$ cat config.mk
export PLATFORM = sky130hd
export DESIGN_NAME = otter_lsu_dual
export DESIGN_NICKNAME = d
export VERILOG_FILES = /design/src/rtl/otter_lsu_pkg.sv /design/src/rtl/otter_lsu_port.sv /design/src/rtl/otter_lsu_dual.sv
export SDC_FILE = /design/constraint.sdc
export NUM_CORES = 1
export LEC_CHECK = 0
export CAP_MARGIN = 20
export CORE_MARGIN = 1.5
export CORE_UTILIZATION = 30
export CTS_CLUSTER_DIAMETER = 30
export DETAILED_ROUTE_END_ITERATION = 8
export PLACE_DENSITY = 0.67
export SLEW_MARGIN = 20
export SYNTH_ARGS = -nofsm -noshare
export SYNTH_HDL_FRONTEND = slang
export SYNTH_HIERARCHICAL = 1
export SYNTH_SLANG_ARGS = --single-unit
$ cat constraint.sdc
create_clock -name CLK -period 4.5 [get_ports CLK]
set_input_delay 1.35 -clock CLK [delete_from_list [all_inputs] [get_ports CLK]]
set_output_delay 1.35 -clock CLK [all_outputs]
set_load 0.05 [all_outputs]
$ cat src/rtl/otter_lsu_pkg.sv
// rtl/otter_lsu_pkg.sv - shared types, size codes and alignment helper for the dual-lane LSU.
package otter_lsu_pkg;

    localparam int LSU_TAG_W = 5;

    localparam logic [1:0] SZ_BYTE = 2'd0;
    localparam logic [1:0] SZ_HALF = 2'd1;
    localparam logic [1:0] SZ_WORD = 2'd2;

    typedef enum logic [2:0] {
        ST_IDLE,
        ST_ISSUE,
        ST_SPLIT_A,
        ST_SPLIT_B,
        ST_CAPTURE
    } lsu_state_e;

    typedef struct packed {
        logic [31:0]          addr;
        logic [31:0]          wdata;
        logic                 we;
        logic [1:0]           size;
        logic                 sign;
        logic [LSU_TAG_W-1:0] tag;
    } mem_req_t;

    // Only the low address bits matter for natural alignment.
    function automatic logic is_misaligned(input logic [1:0] addr_lo, input logic [1:0] size);
        return ((size == SZ_HALF) && addr_lo[0]) ||
               ((size == SZ_WORD) && (addr_lo != 2'b00));
    endfunction

endpackage

$ cat src/rtl/otter_lsu_port.sv
// rtl/otter_lsu_port.sv - one LSU lane: request register, strobes, alignment check, response capture.
module otter_lsu_port
    import otter_lsu_pkg::*;
#(
    parameter logic [31:0] IO_BASE = 32'h11000000
) (
    input  logic                 clk,
    input  logic                 rst,
    input  logic                 load_i,
    input  logic                 req_valid_i,
    input  mem_req_t             req_i,
    input  logic                 strobe_i,
    input  logic                 issue_i,
    input  logic                 clear_i,
    input  logic                 capture_i,
    input  logic                 respond_i,
    input  logic [31:0]          mem_dout_i,
    output logic [31:0]          mem_addr_o,
    output logic [31:0]          mem_din_o,
    output logic                 mem_write_o,
    output logic                 mem_read_o,
    output logic [1:0]           mem_size_o,
    output logic                 mem_sign_o,
    output logic                 rsp_valid_o,
    output logic [31:0]          rsp_data_o,
    output logic [LSU_TAG_W-1:0] rsp_tag_o,
    output logic                 rsp_err_o
);

    mem_req_t             req_q, req_d;
    logic                 vld_q, vld_d;
    logic                 mis_q, mis_d;
    logic                 io_q, io_d;
    logic                 read_q, read_d;
    logic                 write_q, write_d;
    logic [31:0]          data_q, data_d;
    logic                 rsp_valid_q, rsp_valid_d;
    logic                 rsp_err_q, rsp_err_d;
    logic [31:0]          rsp_data_q, rsp_data_d;
    logic [LSU_TAG_W-1:0] rsp_tag_q, rsp_tag_d;
    logic                 new_mis;

    assign new_mis = is_misaligned(req_i.addr[1:0], req_i.size);

    always_comb begin
        req_d       = req_q;
        vld_d       = vld_q;
        mis_d       = mis_q;
        io_d        = io_q;
        read_d      = read_q;
        write_d     = write_q;
        data_d      = data_q;
        rsp_valid_d = 1'b0;
        rsp_err_d   = 1'b0;
        rsp_data_d  = '0;
        rsp_tag_d   = '0;

        // Capture only while a read strobe is up; this lets one capture
        // control serve both the split and the paired paths.
        if (capture_i && read_q) begin
            data_d = io_q ? 32'd0 : mem_dout_i;
        end

        if (respond_i && vld_q) begin
            rsp_valid_d = !req_q.we;
            rsp_err_d   = mis_q;
            rsp_data_d  = data_d;
            rsp_tag_d   = req_q.tag;
        end

        if (clear_i) begin
            read_d  = 1'b0;
            write_d = 1'b0;
        end

        if (issue_i) begin
            read_d  = vld_q && !mis_q && !req_q.we;
            write_d = vld_q && !mis_q && req_q.we;
        end

        if (load_i) begin
            req_d   = req_i;
            vld_d   = req_valid_i;
            mis_d   = new_mis;
            io_d    = (req_i.addr >= IO_BASE);
            data_d  = '0;
            read_d  = strobe_i && req_valid_i && !new_mis && !req_i.we;
            write_d = strobe_i && req_valid_i && !new_mis && req_i.we;
        end
    end

    always_ff @(posedge clk) begin
        if (rst) begin
            req_q       <= '0;
            vld_q       <= 1'b0;
            mis_q       <= 1'b0;
            io_q        <= 1'b0;
            read_q      <= 1'b0;
            write_q     <= 1'b0;
            data_q      <= '0;
            rsp_valid_q <= 1'b0;
            rsp_err_q   <= 1'b0;
            rsp_data_q  <= '0;
            rsp_tag_q   <= '0;
        end else begin
            req_q       <= req_d;
            vld_q       <= vld_d;
            mis_q       <= mis_d;
            io_q        <= io_d;
            read_q      <= read_d;
            write_q     <= write_d;
            data_q      <= data_d;
            rsp_valid_q <= rsp_valid_d;
            rsp_err_q   <= rsp_err_d;
            rsp_data_q  <= rsp_data_d;
            rsp_tag_q   <= rsp_tag_d;
        end
    end

    assign mem_addr_o  = req_q.addr;
    assign mem_din_o   = req_q.wdata;
    assign mem_write_o = write_q;
    assign mem_read_o  = read_q;
    assign mem_size_o  = req_q.size;
    assign mem_sign_o  = req_q.sign;
    assign rsp_valid_o = rsp_valid_q;
    assign rsp_data_o  = rsp_data_q;
    assign rsp_tag_o   = rsp_tag_q;
    assign rsp_err_o   = rsp_err_q;

endmodule

$ cat src/rtl/otter_lsu_dual.sv
// rtl/otter_lsu_dual.sv - dual-lane load/store initiator with same-word hazard splitting.
module otter_lsu_dual
    import otter_lsu_pkg::*;
#(
    parameter int          TAG_W   = LSU_TAG_W,
    parameter logic [31:0] IO_BASE = 32'h11000000
) (
    input  logic             CLK,
    input  logic             RST,
    input  logic             req_valid_a,
    input  logic             req_valid_b,
    output logic             req_ready,
    input  logic [31:0]      req_addr_a,
    input  logic [31:0]      req_addr_b,
    input  logic [31:0]      req_wdata_a,
    input  logic [31:0]      req_wdata_b,
    input  logic             req_we_a,
    input  logic             req_we_b,
    input  logic [1:0]       req_size_a,
    input  logic [1:0]       req_size_b,
    input  logic             req_sign_a,
    input  logic             req_sign_b,
    input  logic [TAG_W-1:0] req_tag_a,
    input  logic [TAG_W-1:0] req_tag_b,
    output logic [31:0]      mem_addr_a,
    output logic [31:0]      mem_addr_b,
    output logic [31:0]      mem_din_a,
    output logic [31:0]      mem_din_b,
    output logic             mem_write_a,
    output logic             mem_write_b,
    output logic             mem_read_a,
    output logic             mem_read_b,
    output logic [1:0]       mem_size_a,
    output logic [1:0]       mem_size_b,
    output logic             mem_sign_a,
    output logic             mem_sign_b,
    input  logic [31:0]      mem_dout_a,
    input  logic [31:0]      mem_dout_b,
    output logic             rsp_valid_a,
    output logic             rsp_valid_b,
    output logic [31:0]      rsp_data_a,
    output logic [31:0]      rsp_data_b,
    output logic [TAG_W-1:0] rsp_tag_a,
    output logic [TAG_W-1:0] rsp_tag_b,
    output logic             rsp_err_a,
    output logic             rsp_err_b
);

    lsu_state_e state_q, state_d;
    logic       req_ready_q, req_ready_d;
    mem_req_t   req_a, req_b;
    logic       conflict;
    logic       load, strobe_b, issue_b, clear_a, clear_b, capture, respond;

    always_comb begin
        req_a.addr  = req_addr_a;
        req_a.wdata = req_wdata_a;
        req_a.we    = req_we_a;
        req_a.size  = req_size_a;
        req_a.sign  = req_sign_a;
        req_a.tag   = req_tag_a;
        req_b.addr  = req_addr_b;
        req_b.wdata = req_wdata_b;
        req_b.we    = req_we_b;
        req_b.size  = req_size_b;
        req_b.sign  = req_sign_b;
        req_b.tag   = req_tag_b;
    end

    // A store sharing a word with the other lane must commit in program order.
    assign conflict = req_valid_a && req_valid_b &&
                      !is_misaligned(req_addr_a[1:0], req_size_a) &&
                      !is_misaligned(req_addr_b[1:0], req_size_b) &&
                      (req_addr_a[31:2] == req_addr_b[31:2]) &&
                      (req_we_a || req_we_b);

    always_comb begin
        state_d     = state_q;
        req_ready_d = req_ready_q;
        load        = 1'b0;
        strobe_b    = 1'b1;
        issue_b     = 1'b0;
        clear_a     = 1'b0;
        clear_b     = 1'b0;
        capture     = 1'b0;
        respond     = 1'b0;
        unique case (state_q)
            ST_IDLE: begin
                if (req_ready_q && (req_valid_a || req_valid_b)) begin
                    load        = 1'b1;
                    strobe_b    = !conflict;
                    req_ready_d = 1'b0;
                    state_d     = conflict ? ST_SPLIT_A : ST_ISSUE;
                end
            end
            ST_ISSUE: state_d = ST_CAPTURE;
            ST_SPLIT_A: begin
                clear_a = 1'b1;
                issue_b = 1'b1;
                capture = 1'b1;
                state_d = ST_SPLIT_B;
            end
            ST_SPLIT_B: state_d = ST_CAPTURE;
            ST_CAPTURE: begin
                capture     = 1'b1;
                respond     = 1'b1;
                clear_a     = 1'b1;
                clear_b     = 1'b1;
                req_ready_d = 1'b1;
                state_d     = ST_IDLE;
            end
            default: begin
                req_ready_d = 1'b1;
                state_d     = ST_IDLE;
            end
        endcase
    end

    always_ff @(posedge CLK) begin
        if (RST) begin
            state_q     <= ST_IDLE;
            req_ready_q <= 1'b1;
        end else begin
            state_q     <= state_d;
            req_ready_q <= req_ready_d;
        end
    end

    assign req_ready = req_ready_q;

    otter_lsu_port #(.IO_BASE(IO_BASE)) u_port_a (
        .clk         (CLK),
        .rst         (RST),
        .load_i      (load),
        .req_valid_i (req_valid_a),
        .req_i       (req_a),
        .strobe_i    (1'b1),
        .issue_i     (1'b0),
        .clear_i     (clear_a),
        .capture_i   (capture),
        .respond_i   (respond),
        .mem_dout_i  (mem_dout_a),
        .mem_addr_o  (mem_addr_a),
        .mem_din_o   (mem_din_a),
        .mem_write_o (mem_write_a),
        .mem_read_o  (mem_read_a),
        .mem_size_o  (mem_size_a),
        .mem_sign_o  (mem_sign_a),
        .rsp_valid_o (rsp_valid_a),
        .rsp_data_o  (rsp_data_a),
        .rsp_tag_o   (rsp_tag_a),
        .rsp_err_o   (rsp_err_a)
    );

    otter_lsu_port #(.IO_BASE(IO_BASE)) u_port_b (
        .clk         (CLK),
        .rst         (RST),
        .load_i      (load),
        .req_valid_i (req_valid_b),
        .req_i       (req_b),
        .strobe_i    (strobe_b),
        .issue_i     (issue_b),
        .clear_i     (clear_b),
        .capture_i   (capture),
        .respond_i   (respond),
        .mem_dout_i  (mem_dout_b),
        .mem_addr_o  (mem_addr_b),
        .mem_din_o   (mem_din_b),
        .mem_write_o (mem_write_b),
        .mem_read_o  (mem_read_b),
        .mem_size_o  (mem_size_b),
        .mem_sign_o  (mem_sign_b),
        .rsp_valid_o (rsp_valid_b),
        .rsp_data_o  (rsp_data_b),
        .rsp_tag_o   (rsp_tag_b),
        .rsp_err_o   (rsp_err_b)
    );

endmodule

; Yosys cells after proc, flatten, opt, wreduce, memory -nomap -nowiden
; Index checks and enable logic that the tools add are counted.
[totals]
register_bits = 302
inputBits = 214
[classes]
n_reduce_logical = 48
order_cmp = 2
n_mux = 24
bitwise = 3
n_eq_ne = 10
[op_table]
columns = operator, count
row1 = two-way mux 32 bit, 4
row2 = greater-or-equal comparator 32 x 29 -> 1 bit (second input constant), 2
row3 = == test 30 bit, 1
row4 = logical AND 1 bit, 24
row5 = two-way mux 1 bit, 16
row6 = OR reduction 2 bit, 5
row7 = one-hot mux 3 bit (3 select lines), 1
row8 = logical NOT 1 bit, 8
row9 = == test 3 x 2 -> 1 bit (second input constant), 2
row10 = nonzero test 2 bit, 3
row11 = == test 2 x 1 -> 1 bit (second input constant), 2
row12 = == test 2 bit (second input constant), 2
row13 = logical OR 1 bit, 4
row14 = == test 3 x 1 -> 1 bit (second input constant), 1
row15 = == test 3 bit (second input constant), 1
row16 = logical NOT 3 bit, 1
row17 = two-way mux 3 bit, 1
row18 = inverter 1 bit, 3
row19 = nonzero test 3 bit, 1
row20 = OR reduction 3 bit, 1
row21 = two-way mux 2 bit, 1
row22 = != test 2 bit (second input constant), 1
row23 = one-hot mux 1 bit (2 select lines), 1
row24 = AND reduction 2 bit, 1

; Longest topological paths before layout
[depth]
ltp_word = 15
depth_mapped = 8

; Cells and area by module
; Netlist, hierarchy kept.
[modules_own_cells]
columns = module, seq_area_each_um2, area_each_um2, instances, cells_per_inst
row1 = otter_lsu_port, 2982.9, 5596.6, 2, 563
row2 = otter_lsu_dual, 80.1, 575.6, 1, 72

; Worst setup path after synthesis
; Ideal clock, no wire load.
[synth_path]
path_type = input -> register
start = in req_valid_b
end = reg u_port_b.read_q, in the netlist u_port_b/mem_read_o
t_arrival_ns = 2.538
setup_slack_ns = 1.888
setup_ns = 0.074
path_buffers = 0
cell_stages = 5
cell_sequence = o21a_1 -> and3b_1 -> nand2b_1 -> or4b_1 -> a31oi_1
[synth_between]
elab_cells_between_ends = 17
classes_between = mux (5) / reduce/logical (12)
[synth_lines]
columns = item, line
row1 = from (decl), otter_lsu_dual.sv:11  ; input logic req_valid_b,
row2 = logical OR 1 bit (*), otter_lsu_dual.sv:89  ; if (req_ready_q && (req_valid_a || req_valid_b)) begin
row3 = logical AND 1 bit (*), otter_lsu_dual.sv:89
row4 = two-way mux 1 bit (*), otter_lsu_dual.sv:89
row5 = two-way mux 1 bit (*), otter_lsu_dual.sv:87  ; unique case (state_q)
row6 = named net load, otter_lsu_dual.sv:53  ; logic load, strobe_b, issue_b, clear_a, clear_b, capture, respond;
row7 = nonzero test 3 bit (no line) or two-way mux 1 bit (tied branches), n/a
row8 = to (signal assigned), otter_lsu_port.sv:110  ; read_q <= read_d;
row9 = to (decl), otter_lsu_port.sv:34  ; logic read_q, read_d;
; The timed path passes the listed nets; every way through them passes the cells marked *.
; A chain may end at the register's enable or synchronous reset.

; Worst setup path in the final report
[layout_path]
start = reg req_ready_q, in the netlist req_ready
end = out req_ready
[layout_lines]
columns = item, line
row1 = from (decl), otter_lsu_dual.sv:50  ; logic req_ready_q, req_ready_d;
row2 = from (signal assigned), otter_lsu_dual.sv:125  ; req_ready_q <= req_ready_d;
row3 = to (decl), otter_lsu_dual.sv:12  ; output logic req_ready,
; No word-level cell between the ends.

==> flow_metrics.py <==
metrics = {
    "clock_network": {
        "h-tree-depth": 3,
        "cts_made_buffers": 76,
        "cts_hold_buffers": 0,
        "ctsResizeCount": 0,
        "clockRootBuffer": "clkbuf_16",
        "clk_pin_slew_worst_paths_ns": 0.04,
        "postCtsSetupBuffers": 0,
        "clk_latency_ns": 0.56,
        "cts_tree": "built",
        "clock_path_buffers": 3,
        "clock-sinks": 302,
    },
    "worst_setup_path": {
        "cp.buffers_inverters": 1,
        "critPathLaunchType": "flop",
        "path_class": "reg2out",
        "critPathMaxFanout": 3,
        "crit_chain": "clkdlybuf4s50_1",
        "cp_slowest_stage_delay_ns": 0.92,
        "crit_family": "buffers and inverters",
        "cp_num_cells": 1,
        "arrival_ns": 1.84,
        "worstRegToRegCells": 5,
        "crit_slowest_cell": "clkdlybuf4s50_1",
        "cp.required_ns": 3.15,
        "cp-end-kind": "output pin",
    },
    "timing": {
        "finalMaxSlewViolations": 0,
        "period_share_pct": 70.9,
        "fmax_ghz": 0.313,
        "period_minus_slack_ns": 3.19,
        "hold_violations": 0,
        "rsz0062_at_grt": "no",
        "tns_ns": 0,
        "finClkSkew_ns": 0.0148,
        "tightest_slew_ns": 0.980,
        "slew_headroom_pct": 34.6,
        "setup_viol": 0,
    },
    "flow_run": {
        "max_cap_violations": 0,
    },
    "synthesis": {
        "syn-mean-instance-area_um2": 9.82,
        "synth_top_flop_cell": "dfxtp_1",
        "ys_ff_latch": 302,
        "synth.distinct_cells": 40,
        "synth_edf_count": 0,
        "synth_warnings": 6,
        "seq_area_frac_synth_pct": 51.4,
        "async_flop_share_pct": 0,
        "syn_area_um2": 11800,
        "netlist_instances": 1198,
    },
    "status": {
        "status": "finished clean",
    },
    "floorplanning": {
        "num_rows": 72,
        "die_h_um": 201,
        "die-area_um2": 40400,
        "die_w_um": 201,
        "core_area_um2": 38600,
        "pin_count": 431,
        "initial_core_util_pct": 30.5,
    },
    "global_route": {
        "grt_pass1_vias": 9696,
        "grt.overflow.total": 0,
        "grt_start_max_net_pins": 95,
        "grt_use_total_pct": 17.0,
        "antenna_found_initial": 1,
        "grt_pass1_wl_mm": 53.7,
    },
    "final_layout": {
        "seq_area_um2": 6050,
        "final_nets": 1732,
        "areaGrowthSynthToFinish_pct": 55.5,
        "multiInputGateArea_um2": 4420,
        "diodes": 0,
        "num-fill-cells": 3528,
        "layout-drive-gt1-share_pct": 9.74,
    },
    "route": {
        "drt-initial-drc-count": 363,
        "vias": 9485,
        "post-route-drc-count": 0,
        "wirelength_mm": 35.2,
        "wire_per_inst_um": 16.8,
        "antenna_left": 0,
        "viasPerCell": 4.52,
        "drt_pass1_iterations": 5,
    },
    "worst_hold_path": {
        "holdPathStages": 1,
        "worstHoldPathType": "reg2reg",
    },
    "pwr": {
        "p_leak_nw": 7.35,
        "irDropWorstVdd_uv": 464,
        "total_power_w": 0.0102,
        "power.density_nw_per_um2": 558,
    },
    "placed_design": {
        "dpl.hpwl_mm": 24.4,
        "port_buffers": 430,
        "place.gp.congestion": 0.776,
    },
}
metal layers:
metal / share of wire, % / vias up / track usage [%]
met5: 0 / - / 0
li1: - / 4557 / -
met4: 2.9 / 0 / 7.98
met1: 41 / 4453 / 19.4
met3: 7.8 / 67 / 5.78
met2: 48 / 408 / 28.4
cell families after synthesis:
| family | Yosys count | share of synthesized area [%] |
|---|---|---|
| AOI/OAI and AO/OA | 96 | 4.85 |
| xor gates and xnor gates | 30 | 2.23 |
| other | 2 | 0.0638 |
| muxes | 146 | 12.4 |
| buffers and inverters | 213 | 11.3 |
| DFF | 302 | 51.4 |
| and+or+nand+nor | 409 | 17.8 |
cells in the final DEF (no fill, tap or decap), drive strengths merged, types with 12 or more instances in the layout:
cell / Yosys / final
a21oi: 66 / 66
and2: 12 / 12
and4b: 68 / 68
buf: 156 / 15
bufinv: 0 / 12
clkbuf: 50 / 94
clkdlybuf4s50: 0 / 429
clkinv: 0 / 27
dfxtp: 302 / 302
mux2i: 146 / 146
nor2: 284 / 284
xnor2: 24 / 24
sequential cells by signal (all words and copies together) (netlist names), 2 cells and up:
| register | cells |
|---|---|
| u_port_b/mem_size_o | 2 |
| u_port_b/mem_addr_o | 32 |
| u_port_a/mem_addr_o | 32 |
| u_port_a/mem_size_o | 2 |
| u_port_a/data_q | 32 |
| u_port_a/rsp_data_o | 32 |
| u_port_b/mem_din_o | 32 |
| state_q | 3 |
| u_port_a/mem_din_o | 32 |
| u_port_b/rsp_tag_o | 5 |
| u_port_a/rsp_tag_o | 5 |
| u_port_b/data_q | 32 |
| u_port_a/req_q | 6 |
| u_port_b/req_q | 6 |
| u_port_b/rsp_data_o | 32 |
through the flow:
stage          setup slack [ns]  hold WS, ns  utilization [%]  instances  area (um^2)
4_1_cts                    1.24        0.453             47.3       2099        18300
6_report                   1.31        0.451             47.4       2099        18300
5_1_grt                    1.22        0.465             47.4       2099        18300
2_1_floorplan              1.89        0.417                -       1202        11800
3_5_place_dp              0.772        0.445             40.3       1958        15600
3_3_place_gp              0.822        0.437             40.3       1958        15600
worst paths after layout:
check	start	endpoint	slack [ns]
setup / recovery	req_ready$_SDFFE_PP1P_	req_ready	1.31
hold / removal	u_port_a/req_q[0]$_SDFFE_PP0P_	u_port_a/rsp_tag_o[0]$_SDFF_PP0_	0.45
setup reg to reg	state_q[2]$_SDFFE_PP0P_	u_port_a/rsp_data_o[31]$_SDFF_PP0_	1.80
hold reg to reg	u_port_a/req_q[0]$_SDFFE_PP0P_	u_port_a/rsp_tag_o[0]$_SDFF_PP0_	0.45
power by group:
group / switching [W] / internal [W]
registers: 0.000106 / 0.00284
clock network: 0.00165 / 0.00400
logic: 0.000943 / 0.000659
cells in the mapped netlist, drive strengths merged (5+ instances only):
cell,instances,area share (%)
nor3,7,0.30
and2,12,0.64
o21bai,5,0.32
clkbuf,50,1.6
and4b,68,5.8
nand2,10,0.32
dfxtp,302,51
xor2,6,0.45
mux2i,146,12
o2111ai,5,0.37
buf,156,9.5
xnor2,24,1.8
a21oi,66,2.8
o211ai,6,0.38
nor2,284,9.1
inv,7,0.22
layout make-up:
class,instances,area share (%)
sequential,302,33.0
timing repair buffer,444,24.3
clock inverter,47,3.36
clock buffer,94,11.5
inverter,7,0.144
multi-input combinational,687,24.1
tap,518,3.54
No activity file was read; power rests on OpenSTA's default activity.
